<file path="src/rtl/branch_seq_pkg.sv">
// Shared types and field positions for the conditional-branch sequencer.
package branch_seq_pkg;

    localparam int unsigned WIDTH_DEF = 32;
    localparam int unsigned OFF_W_DEF = 19;
    localparam int unsigned C2_HI     = 22;
    localparam int unsigned C2_LO     = 19;
    localparam int unsigned C2_W      = C2_HI - C2_LO + 1;

    typedef enum logic [2:0] {
        ST_IDLE  = 3'd0,
        ST_DRIVE = 3'd1,
        ST_EVAL  = 3'd2,
        ST_TAKE  = 3'd3,
        ST_FIN   = 3'd4
    } state_t;

    typedef enum logic [C2_W-1:0] {
        C2_ZERO    = 4'd0,
        C2_NONZERO = 4'd1,
        C2_POS     = 4'd2,
        C2_NEG     = 4'd3
    } c2_code_t;

    // Register-file / condition-FF control strobes issued during DRIVE.
    typedef struct packed {
        logic gra;
        logic r_out;
        logic con_in;
    } bus_ctl_t;

endpackage

</file>
<file path="src/rtl/branch_seq_branch_target_adder.sv">
// Branch target: PC plus sign-extended displacement, wrapping modulo 2^WIDTH.
module branch_target_adder #(
    parameter int unsigned WIDTH = 32,
    parameter int unsigned OFF_W = 19
) (
    input  logic [WIDTH-1:0] pc,
    input  logic [OFF_W-1:0] disp,
    output logic [WIDTH-1:0] target_c
);

    // Casting the signed displacement to WIDTH replicates its sign bit.
    assign target_c = pc + WIDTH'($signed(disp));

endmodule

</file>
<file path="src/rtl/branch_seq.sv">
// Conditional-branch sequencer: strobes the condition FF, samples its result
// and loads the branch target into the PC when the condition holds.
module branch_seq
    import branch_seq_pkg::*;
#(
    parameter int unsigned WIDTH = WIDTH_DEF,
    parameter int unsigned OFF_W = OFF_W_DEF
) (
    input  logic              clk,
    input  logic              rst_n,
    input  logic              start,
    input  logic [WIDTH-1:0]  ir,
    input  logic [WIDTH-1:0]  pc,
    input  logic              con_out,
    output logic [C2_W-1:0]   c2_sel,
    output logic              gra,
    output logic              r_out,
    output logic              con_in,
    output logic [WIDTH-1:0]  pc_next,
    output logic              pc_load,
    output logic              busy,
    output logic              done,
    output logic              taken
);

    state_t             state_q, state_d;
    logic [OFF_W-1:0]   disp_q, disp_d;
    logic [WIDTH-1:0]   pc_q, pc_d;
    logic [C2_W-1:0]    c2_sel_q, c2_sel_d;
    bus_ctl_t           ctl_q, ctl_d;
    logic [WIDTH-1:0]   pc_next_q, pc_next_d;
    logic               pc_load_q, pc_load_d;
    logic               busy_q, busy_d;
    logic               done_q, done_d;
    logic               taken_q, taken_d;
    logic [WIDTH-1:0]   target_c;
    logic               unused_ir_c;

    // Only the C2 and displacement fields of ir matter here.
    assign unused_ir_c = ^ir;

    branch_target_adder #(
        .WIDTH (WIDTH),
        .OFF_W (OFF_W)
    ) u_target (
        .pc       (pc_q),
        .disp     (disp_q),
        .target_c (target_c)
    );

    // State and output registers.
    always_ff @(posedge clk or negedge rst_n) begin
        if (!rst_n) begin
            state_q   <= ST_IDLE;
            disp_q    <= '0;
            pc_q      <= '0;
            c2_sel_q  <= '0;
            ctl_q     <= '0;
            pc_next_q <= '0;
            pc_load_q <= 1'b0;
            busy_q    <= 1'b0;
            done_q    <= 1'b0;
            taken_q   <= 1'b0;
        end else begin
            state_q   <= state_d;
            disp_q    <= disp_d;
            pc_q      <= pc_d;
            c2_sel_q  <= c2_sel_d;
            ctl_q     <= ctl_d;
            pc_next_q <= pc_next_d;
            pc_load_q <= pc_load_d;
            busy_q    <= busy_d;
            done_q    <= done_d;
            taken_q   <= taken_d;
        end
    end

    // Next state; outputs are computed for the state being entered.
    always_comb begin
        state_d   = state_q;
        disp_d    = disp_q;
        pc_d      = pc_q;
        c2_sel_d  = c2_sel_q;
        ctl_d     = '0;
        pc_next_d = pc_next_q;
        pc_load_d = 1'b0;
        done_d    = 1'b0;
        taken_d   = 1'b0;

        case (state_q)
            ST_IDLE: begin
                if (start) begin
                    state_d  = ST_DRIVE;
                    disp_d   = ir[OFF_W-1:0];
                    pc_d     = pc;
                    c2_sel_d = ir[C2_HI:C2_LO];
                    ctl_d    = '{gra: 1'b1, r_out: 1'b1, con_in: 1'b1};
                end
            end
            ST_DRIVE: begin
                state_d   = ST_EVAL;
                pc_next_d = target_c;
            end
            ST_EVAL: begin
                done_d = 1'b1;
                if (con_out) begin
                    state_d   = ST_TAKE;
                    pc_load_d = 1'b1;
                    taken_d   = 1'b1;
                end else begin
                    state_d = ST_FIN;
                end
            end
            ST_TAKE,
            ST_FIN: begin
                state_d = ST_IDLE;
            end
            default: begin
                state_d = ST_IDLE;
            end
        endcase

        busy_d = (state_d != ST_IDLE);
    end

    assign c2_sel  = c2_sel_q;
    assign gra     = ctl_q.gra;
    assign r_out   = ctl_q.r_out;
    assign con_in  = ctl_q.con_in;
    assign pc_next = pc_next_q;
    assign pc_load = pc_load_q;
    assign busy    = busy_q;
    assign done    = done_q;
    assign taken   = taken_q;

endmodule

</file>
<file path="config.mk">
export PLATFORM = sky130hd
export DESIGN_NAME = branch_seq
export DESIGN_NICKNAME = d
export VERILOG_FILES = /design/src/rtl/branch_seq_pkg.sv /design/src/rtl/branch_seq_branch_target_adder.sv /design/src/rtl/branch_seq.sv
export SDC_FILE = /design/constraint.sdc
export NUM_CORES = 1
export LEC_CHECK = 0
export BUFFER_PORTS_ARGS = -buffer_cell sky130_fd_sc_hd__buf_2
export CAP_MARGIN = 20
export CORE_MARGIN = 4
export CORE_UTILIZATION = 30
export CTS_BUF_LIST = sky130_fd_sc_hd__clkbuf_2 sky130_fd_sc_hd__clkbuf_4 sky130_fd_sc_hd__clkbuf_8
export DETAILED_ROUTE_END_ITERATION = 16
export PLACE_DENSITY_LB_ADDON = 0.25
export SYNTH_ARGS = -nofsm -noshare
export SYNTH_HDL_FRONTEND = slang
export SYNTH_SLANG_ARGS = --single-unit
</file>
<file path="constraint.sdc">
create_clock -name clk -period 2.6 [get_ports clk]
set_clock_uncertainty 0.2 [all_clocks]
set_input_delay 0.26 -clock clk [delete_from_list [all_inputs] [get_ports clk]]
set_output_delay 0.26 -clock clk [all_outputs]
set_load 0.02 [all_outputs]
</file>
==> After elaboration in Yosys (flattened, before gate mapping) <==
Index checks and enable logic that the tools add are counted.
{ "word_totals": {"register_bits": 96, "inputBits": 68, "out_inout_bits": 43, "elab_cells": 25} }
{ "op_classes": {"add_sub_neg": 1, "n_eq_ne": 2, "mux": 8, "n_reduce_logical": 3} }
{ "ops": {"columns": ["cell", "n"], "rows": [
  ["adder 32 bit", 1],
  ["two-way mux 3 bit", 4],
  ["one-hot mux 3 bit (3 select lines)", 1],
  ["equality test 3 x 1 -> 1 bit (second input constant)", 1],
  ["equality test 3 x 2 -> 1 bit (second input constant)", 1],
  ["logical NOT 3 bit", 1],
  ["two-way mux 1 bit", 3],
  ["nonzero test 3 bit", 1],
  ["AND reduction 2 bit", 1]
]} }

==> Longest topological paths before layout <==
Gate-level depths: netlist (run 1).
{ "logic_depth": {"word_depth": 3, "mapped_depth": 9, "ltp_nobuf": 9} }

==> Cells and area by module <==
From an unflattened synthesis (run 1), not the netlist that was laid out.
{ "hier_totals": {"cells_unflattened": 447, "area_unflattened_um2": 5305.1} }
{ "modules_own_cells": {"columns": ["module", "n_inst", "cells_each", "area_per_inst_um2", "seq_area_each_um2"], "rows": [
  ["branch_seq", 1, 206, 3560.9, 2352.3],
  ["branch_target_adder", 1, 241, 1744.2, 0.0]
]} }

==> Worst setup path after synthesis (run 1) <==
Ideal clock, no wire load.
{ "synth_path": {"path_type": "register to register", "startpoint": "reg disp_q[0]", "endpoint": "reg pc_next_q[28] (netlist: pc_next[28])", "setup_ps": 130, "t_arrival_ps": 2290, "t_required_ps": 2270, "path_slack_ps": -21, "path_stages_with_launch": 10, "path_cell_list": "dfrtp_1 ha_1 fa_1 a21o_1 a221o_1 a31oi_1 o21ai_2 a31oi_1 or4_1 nand4_1"} }
{ "synth_between": {"elab_chain_len": 1} }
{ "synth_rtl": {"columns": ["item", "line", "rtl"], "rows": [
  ["from (decl)", "branch_seq.sv:27", "logic [OFF_W-1:0] disp_q, disp_d;"],
  ["from (signal assigned)", "branch_seq.sv:66", "disp_q <= disp_d;"],
  ["adder 32 bit", "branch_seq_branch_target_adder.sv:12", "assign target_c = pc + WIDTH'($signed(disp));"],
  ["to (signal assigned)", "branch_seq.sv:70", "pc_next_q <= pc_next_d;"],
  ["to (decl)", "branch_seq.sv:31", "logic [WIDTH-1:0] pc_next_q, pc_next_d;"]
]} }
Every way passes these cells.
A chain may end at the register's enable or synchronous reset.

==> Worst setup path after layout (run 1) <==
{ "layout_path": {"startpoint": "reg pc_q[0]", "endpoint": "reg pc_next_q[26] (netlist: pc_next[26])"} }
{ "layout_between": {"elab_chain_len": 1} }
{ "layout_rtl": {"columns": ["item", "line", "rtl"], "rows": [
  ["from (decl)", "branch_seq.sv:28", "logic [WIDTH-1:0] pc_q, pc_d;"],
  ["from (signal assigned)", "branch_seq.sv:67", "pc_q <= pc_d;"],
  ["adder 32 bit", "branch_seq_branch_target_adder.sv:12", null]
]} }
Every way passes these cells.

==> results of run 1 <==
==> timing repair <==
action | 4_1_cts | 5_1_grt
endpoints found under the hold margin | 113 | 0
pin swaps | 23 | 24
endpoints found under the setup margin | 16 | 19
setup buffers | 3 | 5
gates cloned | 0 | 0
resized for setup | 37 | 32
hold buffers | 57 | 0
==> logic make-up after synthesis <==
group	count (synthesis)	synth area share
AOI/OAI and AO/OA	130	0.1609
and+or+nand+nor	129	0.1232
DFF	94	0.4515
muxes	57	0.1227
adders and majority gates	32	0.07829
buffers and inverters	30	0.02810
xor gates and xnor gates	21	0.03530
==> path summary, 6_finish.rpt <==
check / from / to / slack, ps / cells past startpoint
max: pc_q[0] / pc_next[26] / -50 / 9
min reg2reg: pc_next[6] / pc_next[6] / 280 / 2
min: start / con_in / 270 / 3
max reg2reg: pc_q[0] / pc_next[26] / -50 / 9
max in group asynchronous: rst_n / pc_next[27] / 1280 / 3
min in group asynchronous: rst_n / pc_next[0] / 280 / 2
==> synth_stat cells, drive strengths merged, types with 4 or more instances <==
| cell | number | share of area |
|---|---|---|
| inv | 7 | 0.0050 |
| a21o | 13 | 0.019 |
| o21ai | 40 | 0.039 |
| o31ai | 5 | 0.0072 |
| a211oi | 4 | 0.0077 |
| nand2 | 60 | 0.043 |
| nand3 | 7 | 0.0091 |
| a21oi | 32 | 0.031 |
| xnor2 | 12 | 0.020 |
| nor3 | 5 | 0.0048 |
| nand4 | 9 | 0.014 |
| a31oi | 5 | 0.0060 |
| buf | 13 | 0.016 |
| and3 | 8 | 0.0098 |
| o21bai | 5 | 0.0072 |
| o21a | 6 | 0.0086 |
| dfrtp | 94 | 0.45 |
| xor2 | 9 | 0.015 |
| mux2 | 55 | 0.12 |
| ha | 31 | 0.074 |
| clkbuf | 10 | 0.0074 |
| nor2 | 20 | 0.014 |
==> flip-flops by register name, indices dropped and copies added (netlist names) <==
signal / flops
con_in: 1
pc_q: 32
busy: 1
disp_q: 19
pc_next: 32
taken: 1
c2_sel: 4
done: 1
state_q: 3
==> per-stage QoR <==
step           std cells  area (µm²)  power (µW)  setup slack, ps
2_1_floorplan        493        5219        7586            26.32
3_3_place_gp         865        6471       10450           -152.4
3_5_place_dp         865        6471       10590           -209.9
4_1_cts              941        7506       12420           -59.38
5_1_grt              945        7712       14040           -191.1
6_report             945        7712       12910           -54.91
==> cell type report <==
cell class	instances	area, µm²
timing repair buffer	239	1715
tap	220	275.3
fill	1663	9106
multi-input combinational	369	3127
inverter	7	26.28
clock buffer	11	151.4
clock inverter	5	62.56
sequential	94	2355
==> worst register-to-register path, delay by kind of cell, from the launching register on <==
kind | cells | cell delay (ps)
AO/OA/AOI/OAI | 5 | 1090
adder cells (fa/ha/maj) | 2 | 540
flip-flops | 1 | 420
AND/OR/NAND/NOR | 2 | 280
==> layer usage <==
layer / GRT usage / wire length (µm)
met1: 0.1928 / 6558
met2: 0.2575 / 7373
met3: 0.02985 / 482
met4: 0.03825 / 165
met5: 0 / 0
==> power breakdown <==
part	switching [µW]	internal, µW
logic	4550	4560
registers	550	2210
clock network	543	504
==> flow_summary.yaml, run 1 <==
synthesis:
  synthFlopType: "dfrtp_1"
  yosysUniqueCellTypes: 60
  synth-seq-cells: 94
  netlist_area_um2: 5210
  ys_async_sr_fraction: 1.000
  synth-edff-count: 0
  ys_seq_area_frac: 0.4515
  synth_warnings: 0
  avgSynthCellArea_um2: 10.57
  syn_nets: 593
  syn_inst: 493
detailed_routing:
  drt.antenna.violating_nets: 0
  drt_pass1_iterations: 4
  vias: 4569
  wl_per_cell_um: 15.43
  vias_per_cell: 4.835
  wl_um: 14580
  drtIter0Drc: 177
  drc_errors: 0
finish:
  layout_commonest_cell: "buf_2"
  drive_gt1_frac: 0.4345
  layout_common_cells: "buf_2 (100), dfrtp_1 (92), buf_4 (79)"
  n_antenna_cell: 0
  final_core_util: 0.4586
  area_delta_synth_final_pct: 48.03
  nNetsFinal: 820
global_route:
  grt_start_max_net_pins: 57
  grt_usage: 0.1496
  antenna_found_initial: 0
  grt_overflow_total: 0
  grt_pass1_vias: 4713
  grt_first_pass_wirelength_um: 23840
worst_setup_path:
  cp-start-kind: "flop"
  cp_max_fo: 3
  cpPeakStageDelay_ps: 420
  required_ps: 2670
  crit_chain: "ha_4 -> fa_2 -> a21o_1 -> a221o_1 -> nand4_1 -> a21boi_2 -> o2111ai_2 -> nand3_1 -> a31o_2"
  critPathArrivalTime_ps: 2720
  critPathBufInv: 0
  cp_top_family: "compound AO/OA/AOI/OAI gates"
  cp_slowest_cell: "dfrtp_1"
  worstSetupPathType: "reg2reg"
  critPathCaptureType: "flop"
sta:
  min_period_over_period: 1.021
  worst_slew_pin_slew_ps: 747.5
  relSlewSlack: 0.5016
  drv_slew: 0
  setup_violations: 3
  post-route-worst-setup-slack_ps: -54.91
  hold_viol_final: 0
  fin_setup_tns_ps: -130.6
  rsz0062_at_grt: "true"
  fmax_mhz: 376.7
  whs_ps: 265.5
  fin_crit_ps: 2655
die:
  core_um2: 16820
  rows: 47
  ios: 111
  start_util: 0.3098
  fp.dieH_um: 139.8
  dieArea_um2: 19540
  die_w_um: 139.8
worst_hold_path:
  hp-class: "in2reg"
placement:
  dp_hpwl_um: 10880
  io_buffers: 101
  gp_congestion: 0.8417
clock_tree:
  clock_path_buffers: 2
  clkTransAtPathRegs_ps: 100
  clockRootBuffer: "clkbuf_8"
  clock-sinks: 94
  cts_buffers: 9
  htreeDepth: 3
  clk_latency_ps: 390
  cts_tree: "built"
power_and_ir_drop:
  irDropWorstVdd_mv: 0.6112
  power.density_nw_per_um2: 1674
  power.leakage_uw: 0.003479
run_status:
  status: "finished, violations left"
  violations: "negative setup slack"
flow_run:
  cap_violations: 0
Note: power is estimated with default switching activity, not from simulation.
==> inputs of run 2 (changes only) <==
--- a/config.mk
+++ b/config.mk
@@ -5,6 +5,7 @@
 export SDC_FILE = /design/constraint.sdc
 export NUM_CORES = 1
 export LEC_CHECK = 0
+export ABC_AREA = 1
 export BUFFER_PORTS_ARGS = -buffer_cell sky130_fd_sc_hd__buf_2
 export CAP_MARGIN = 20
 export CORE_MARGIN = 4
==> run 2 against run 1 <==
The run now ends clean. Die area increased by 14%. Via count is 19% higher. Register-to-register slack better by 290 ps. First-iteration DRC count up 48%.
==> flow_summary.yaml, run 2 <==
run_status:
  status: "complete, no violations"
finish:
  final_core_util: 0.3832
  layout_common_cells: "nand2_1 (416), inv_1 (106), buf_2 (100)"
  drive_gt1_frac: 0.1657
  fin_area_um2: 7482
  layout_commonest_cell: "nand2_1"
  seq_area_um2: 2354
  area_delta_synth_final_pct: 25.52
  n_antenna_cell: 0
  multi_input_area_um2: 3045
  nNetsFinal: 1116
  n_fill_cell: 2123
global_route:
  grt_first_pass_wirelength_um: 26300
  grt_start_max_net_pins: 58
  grt_usage: 0.1478
  grt_pass1_vias: 5307
  antenna_found_initial: 0
  grt_overflow_total: 0
worst_setup_path:
  cp-start-kind: "flop"
  crit_chain: "ha_1 -> fa_1 -> nand3_1 -> nand3_1 -> nand3_1 -> nand3_2 -> nand3_1 -> nand3_1 -> nand3_1 -> nand2_1"
  cp_slowest_cell: "fa_1"
  critPathArrivalTime_ps: 2430
  cp_max_fo: 4
  crit_top_cell: "nand3_1"
  critPathCaptureType: "flop"
  worstSetupPathType: "reg2reg"
  cpPeakStageDelay_ps: 480
  required_ps: 2660
placement:
  dp_hpwl_um: 12020
  pre_cts_slack_ps: 196.7
  io_buffers: 101
  gp_congestion: 0.8801
  placed_cell_area_um2: 6715
clock_tree:
  cts_setup_buffers: 0
  cts_buffers: 9
  clk_latency_ps: 390
  clock-sinks: 94
  clock_path_buffers: 2
  cts_tree: "built"
  clockRootBuffer: "clkbuf_8"
  clkTransAtPathRegs_ps: 90
  htreeDepth: 3
sta:
  fmax_mhz: 422.4
  worst_slew_pin_slew_ps: 1030
  setup_violations: 0
  drv_slew: 0
  fin_crit_ps: 2368
  fin_setup_tns_ps: 0
  relSlewSlack: 0.3134
  whs_ps: 195.6
  min_period_over_period: 0.9106
  post-route-worst-setup-slack_ps: 232.4
  rsz0062_at_grt: "false"
  hold_viol_final: 0
flow_run:
  cap_violations: 0
synthesis:
  synth-edff-count: 0
  synth_warnings: 0
  yosys-top-cells-area: "dfrtp_1 (39%), nand2_1 (26%), inv_1 (6.7%), ha_1 (6.5%), nand3_1 (3.6%)"
  syn_inst: 865
  ys_seq_area_frac: 0.3946
  yosysTopAreaCellShare: 0.3946
  synth-seq-cells: 94
  netlist_area_um2: 5961
  synth.most_common_cell: "nand2_1"
  yosysTopAreaCell: "dfrtp_1"
  ys_async_sr_fraction: 1.000
  avgSynthCellArea_um2: 6.891
  yosys-top-cells-count: "nand2_1 (416), inv_1 (106), dfrtp_1 (94), nand3_1 (43), nor2_1 (38)"
  syn_nets: 965
  yosysUniqueCellTypes: 35
  synthFlopType: "dfrtp_1"
detailed_routing:
  vias: 5434
  wl_per_cell_um: 12.04
  vias_per_cell: 4.229
  drtIter0Drc: 262
  drc_errors: 0
  wl_um: 15470
  drt_pass1_iterations: 5
  drt.antenna.violating_nets: 0
power_and_ir_drop:
  power.density_nw_per_um2: 1337
  power.leakage_uw: 0.004280
  irDropWorstVdd_mv: 0.3790
die:
  dieArea_um2: 22190
  ios: 111
  start_util: 0.3053
  fp.dieH_um: 149.0
  core_um2: 19530
  rows: 51
  die_w_um: 149.0
worst_hold_path:
  hp-class: "in2async"
run 2: cell types whose count changed after synthesis, moves of 11 or more:
| cell | delta |
|---|---|
| nand2_2 | +19 |
| nand3_1 | +37 |
| nand2_1 | +356 |
| mux2_2 | -55 |
| a21oi_1 | -12 |
| inv_1 | +99 |
| nor2_1 | +18 |
| o21ai_0 | -29 |
| a21o_1 | -11 |
run 2: worst max-delay path, delay by kind of cell (launching register included):
family,cells,cell delay (ps)
and+or+nand+nor,8,920
adders and majority gates,2,730
DFF,1,390
run 2: final timing paths:
path                            slack, ps        start           to  cells past startpoint
worst min-delay path                  200        rst_n  pc_next[22]                      2
min in group clk                      250        start       con_in                      4
worst max-delay path                  230    disp_q[0]  pc_next[20]                     10
worst max register to register        230    disp_q[0]  pc_next[20]                     10
worst min register to register        280  pc_next[31]  pc_next[31]                      2
max in group asynchronous            1310        rst_n   disp_q[18]                      3
run 2: cells by family after synthesis:
group                      share of synthesized area
and+or+nand+nor                               0.3789
xor gates and xnor gates                     0.02204
buffers and inverters                        0.09446
DFF                                           0.3946
adders and majority gates                    0.06843
AOI/OAI and AO/OA                            0.04156
run 2: metrics by stage:
| stage | std cells | power [µW] |
|---|---|---|
| after floorplan | 865 | 7378 |
| after global placement | 1213 | 8971 |
| after detailed placement | 1213 | 9040 |
| after CTS | 1285 | 10150 |
| after global routing | 1285 | 11160 |
| final | 1285 | 10010 |
run 2: cell type report:
class	instances	share of cell area
well taps	265	0.04431
flip-flops and latches	94	0.3145
clock buffers	10	0.01839
clock inverters	5	0.007692
multi-input cells	633	0.4070
repair buffers	162	0.1498
inverters	116	0.05819
run 2: report_power, final:
part	total, µW	switching, µW	internal (µW)
Clock	998	529	469
Combinational	6390	4160	2230
Sequential	2620	451	2170
Total	10000	5140	4870
run 2: metal layers:
metal	up-vias	wire [µm]	global-route usage
met5	-	0	0
li1	2926	-	-
met3	14	512	0.01884
met1	2397	8115	0.2121
met4	0	284	0.05126
met2	97	6559	0.2301
run 2: repair_timing:
action                     4_1_cts  5_1_grt
setup endpoints to repair        0        4
hold endpoints to repair        98        0
hold buffers                    57        0
resized for setup                0        1
==> inputs of run 3 (changes only) <==
==> constraint.sdc (replaced) <==
create_clock -name clk -period 2.3 [get_ports clk]
set_clock_uncertainty 0.2 [all_clocks]
set_input_delay 0.23 -clock clk [delete_from_list [all_inputs] [get_ports clk]]
set_output_delay 0.23 -clock clk [all_outputs]
set_load 0.02 [all_outputs]
==> run 3 against run 2 <==
Die area did not move. First-iteration DRC count shrank 6.5%. Setup slack worse by 120 ps. Critical endpoint is now pc_next[22]. Register-to-register slack lost 120 ps. Clock power rose by 5%. Largest power group unchanged. Sequential power increased by 13%. Critical path type unchanged. Largest cell class unchanged.
==> flow_summary.yaml, run 3 (synthesis results as in run 2) <==
detailed_routing:
  vias: 5531
  drtIter0Drc: 245
  wl_um: 15490
  drt.antenna.violating_nets: 0
  wl_per_cell_um: 11.94
  drc_errors: 0
  drt_pass1_iterations: 4
  vias_per_cell: 4.264
die:
  fp.dieH_um: 149.0
  start_util: 0.3053
  core_um2: 19530
  ios: 111
  rows: 51
  die_w_um: 149.0
  dieArea_um2: 22190
placement:
  pre_cts_slack_ps: 21.01
  dp_hpwl_um: 12180
  gp_congestion: 0.8698
  io_buffers: 101
  placed_cell_area_um2: 6805
flow_run:
  cap_violations: 0
finish:
  fin_area_um2: 7621
  layout_commonest_cell: "nand2_1"
  drive_gt1_frac: 0.1928
  final_core_util: 0.3903
  area_delta_synth_final_pct: 27.85
  n_antenna_cell: 0
  nNetsFinal: 1128
  layout_common_cells: "nand2_1 (415), inv_1 (106), buf_2 (100)"
power_and_ir_drop:
  power_switching_uw: 5929
  switching_share: 0.5129
  p_int_uw: 5632
  power.leakage_uw: 0.004323
  power.density_nw_per_um2: 1517
  total_power_uw: 11560
  pwr-share-comb: 0.655
  irDropWorstVdd_mv: 0.4017
  p_seq_frac: 0.255
  clockPowerShare: 0.090
clock_tree:
  htreeDepth: 3
  clkTransAtPathRegs_ps: 90
  clockRootBuffer: "clkbuf_8"
  cts_tree: "built"
  cts_buffers: 9
  clk_latency_ps: 380
  clock-sinks: 94
  clock_path_buffers: 2
sta:
  post-route-worst-setup-slack_ps: 112.0
  rsz0062_at_grt: "true"
  setup_violations: 0
  drv_slew: 0
  min_period_over_period: 0.9513
  relSlewSlack: 0.3328
  hold_viol_final: 0
  fmax_mhz: 457.0
  fin_crit_ps: 2188
  whs_ps: 90.82
  worst_slew_pin_slew_ps: 1001
global_route:
  grt_first_pass_wirelength_um: 26270
  grt_start_max_net_pins: 58
  antenna_found_initial: 0
  grt_usage: 0.1479
  grt_pass1_vias: 5377
  grt_overflow_total: 0
worst_setup_path:
  r2r_end: "pc_next[22]"
  critPathCaptureType: "flop"
  worstSetupPathType: "reg2reg"
  worst-r2r-setup-slack_ps: 110
  critPathArrivalTime_ps: 2260
  cp_max_fo: 3
  rr_worst_depth: 11
  cp-start-kind: "flop"
  required_ps: 2370
  r2r_start: "disp_q[0]"
worst_hold_path:
  min_from: "start"
  whs_path_depth: 4
  hold_end: "con_in"
  hp-class: "in2reg"
run_status:
  status: "complete, no violations"
run 3: final cells by class:
type | count | area, µm²
repair buffers | 174 | 1211
clock buffers | 11 | 151.4
well taps | 265 | 331.6
flip-flops and latches | 94 | 2354
multi-input cells | 633 | 3108
fillers | 2149 | 11910
clock inverters | 4 | 30.03
inverters | 116 | 435.4
run 3: per-stage QoR:
step | TNS [ps] | std cells
2_1_floorplan | 0 | 865
3_3_place_gp | 0 | 1225
3_5_place_dp | 0 | 1225
5_1_grt | -48.83 | 1297
6_report | 0 | 1297
4_1_cts | 0 | 1297
run 3: timing repair:
item | 4_1_cts | 5_1_grt
gates resized for setup | 0 | 19
setup endpoints to repair | 0 | 15
hold buffers | 57 | 0
setup buffers | 0 | 0
hold endpoints to repair | 112 | 0
run 3: per-layer routing:
metal	vias up	GRT usage	wire (µm)
met3	22	0.02127	444
met5	-	0	0
met4	0	0.05995	398
met1	2463	0.2098	8123
li1	2953	-	-
met2	93	0.2272	6526
run 3: power groups by stage:
| stage | logic [µW] | registers, µW | clock network, µW |
|---|---|---|---|
| 2_1_floorplan | 5050 | 3290 | 0 |
| 3_5_place_dp | 7440 | 2980 | 0 |
| 3_3_place_gp | 7390 | 2970 | 0 |
| 5_1_grt | 8630 | 3060 | 1160 |
| 6_report | 7570 | 2950 | 1050 |
| 4_1_cts | 7540 | 2950 | 1100 |
run 3: how the worst max path moves through the flow:
stage / cells after the start / startpoint / endpoint
after floorplan: 10 / disp_q[0] / pc_next[28]
after detailed placement: 10 / disp_q[18] / pc_next[27]
after CTS: 10 / disp_q[18] / pc_next[27]
after global routing: 10 / disp_q[18] / pc_next[27]
after global placement: 10 / disp_q[18] / pc_next[27]
final: 11 / disp_q[0] / pc_next[22]
run 3: worst max-delay path: stages, from the launching register on:
cell and delay [ps]:
dfrtp_1 390, ha_1 240, fa_2 360, buf_4 160, nand2_1 70, nand3_2 90, nand2_1 100, nand2_2 100
nand2_1 100, nand3_1 60, nand3_1 130, nand2_1 70
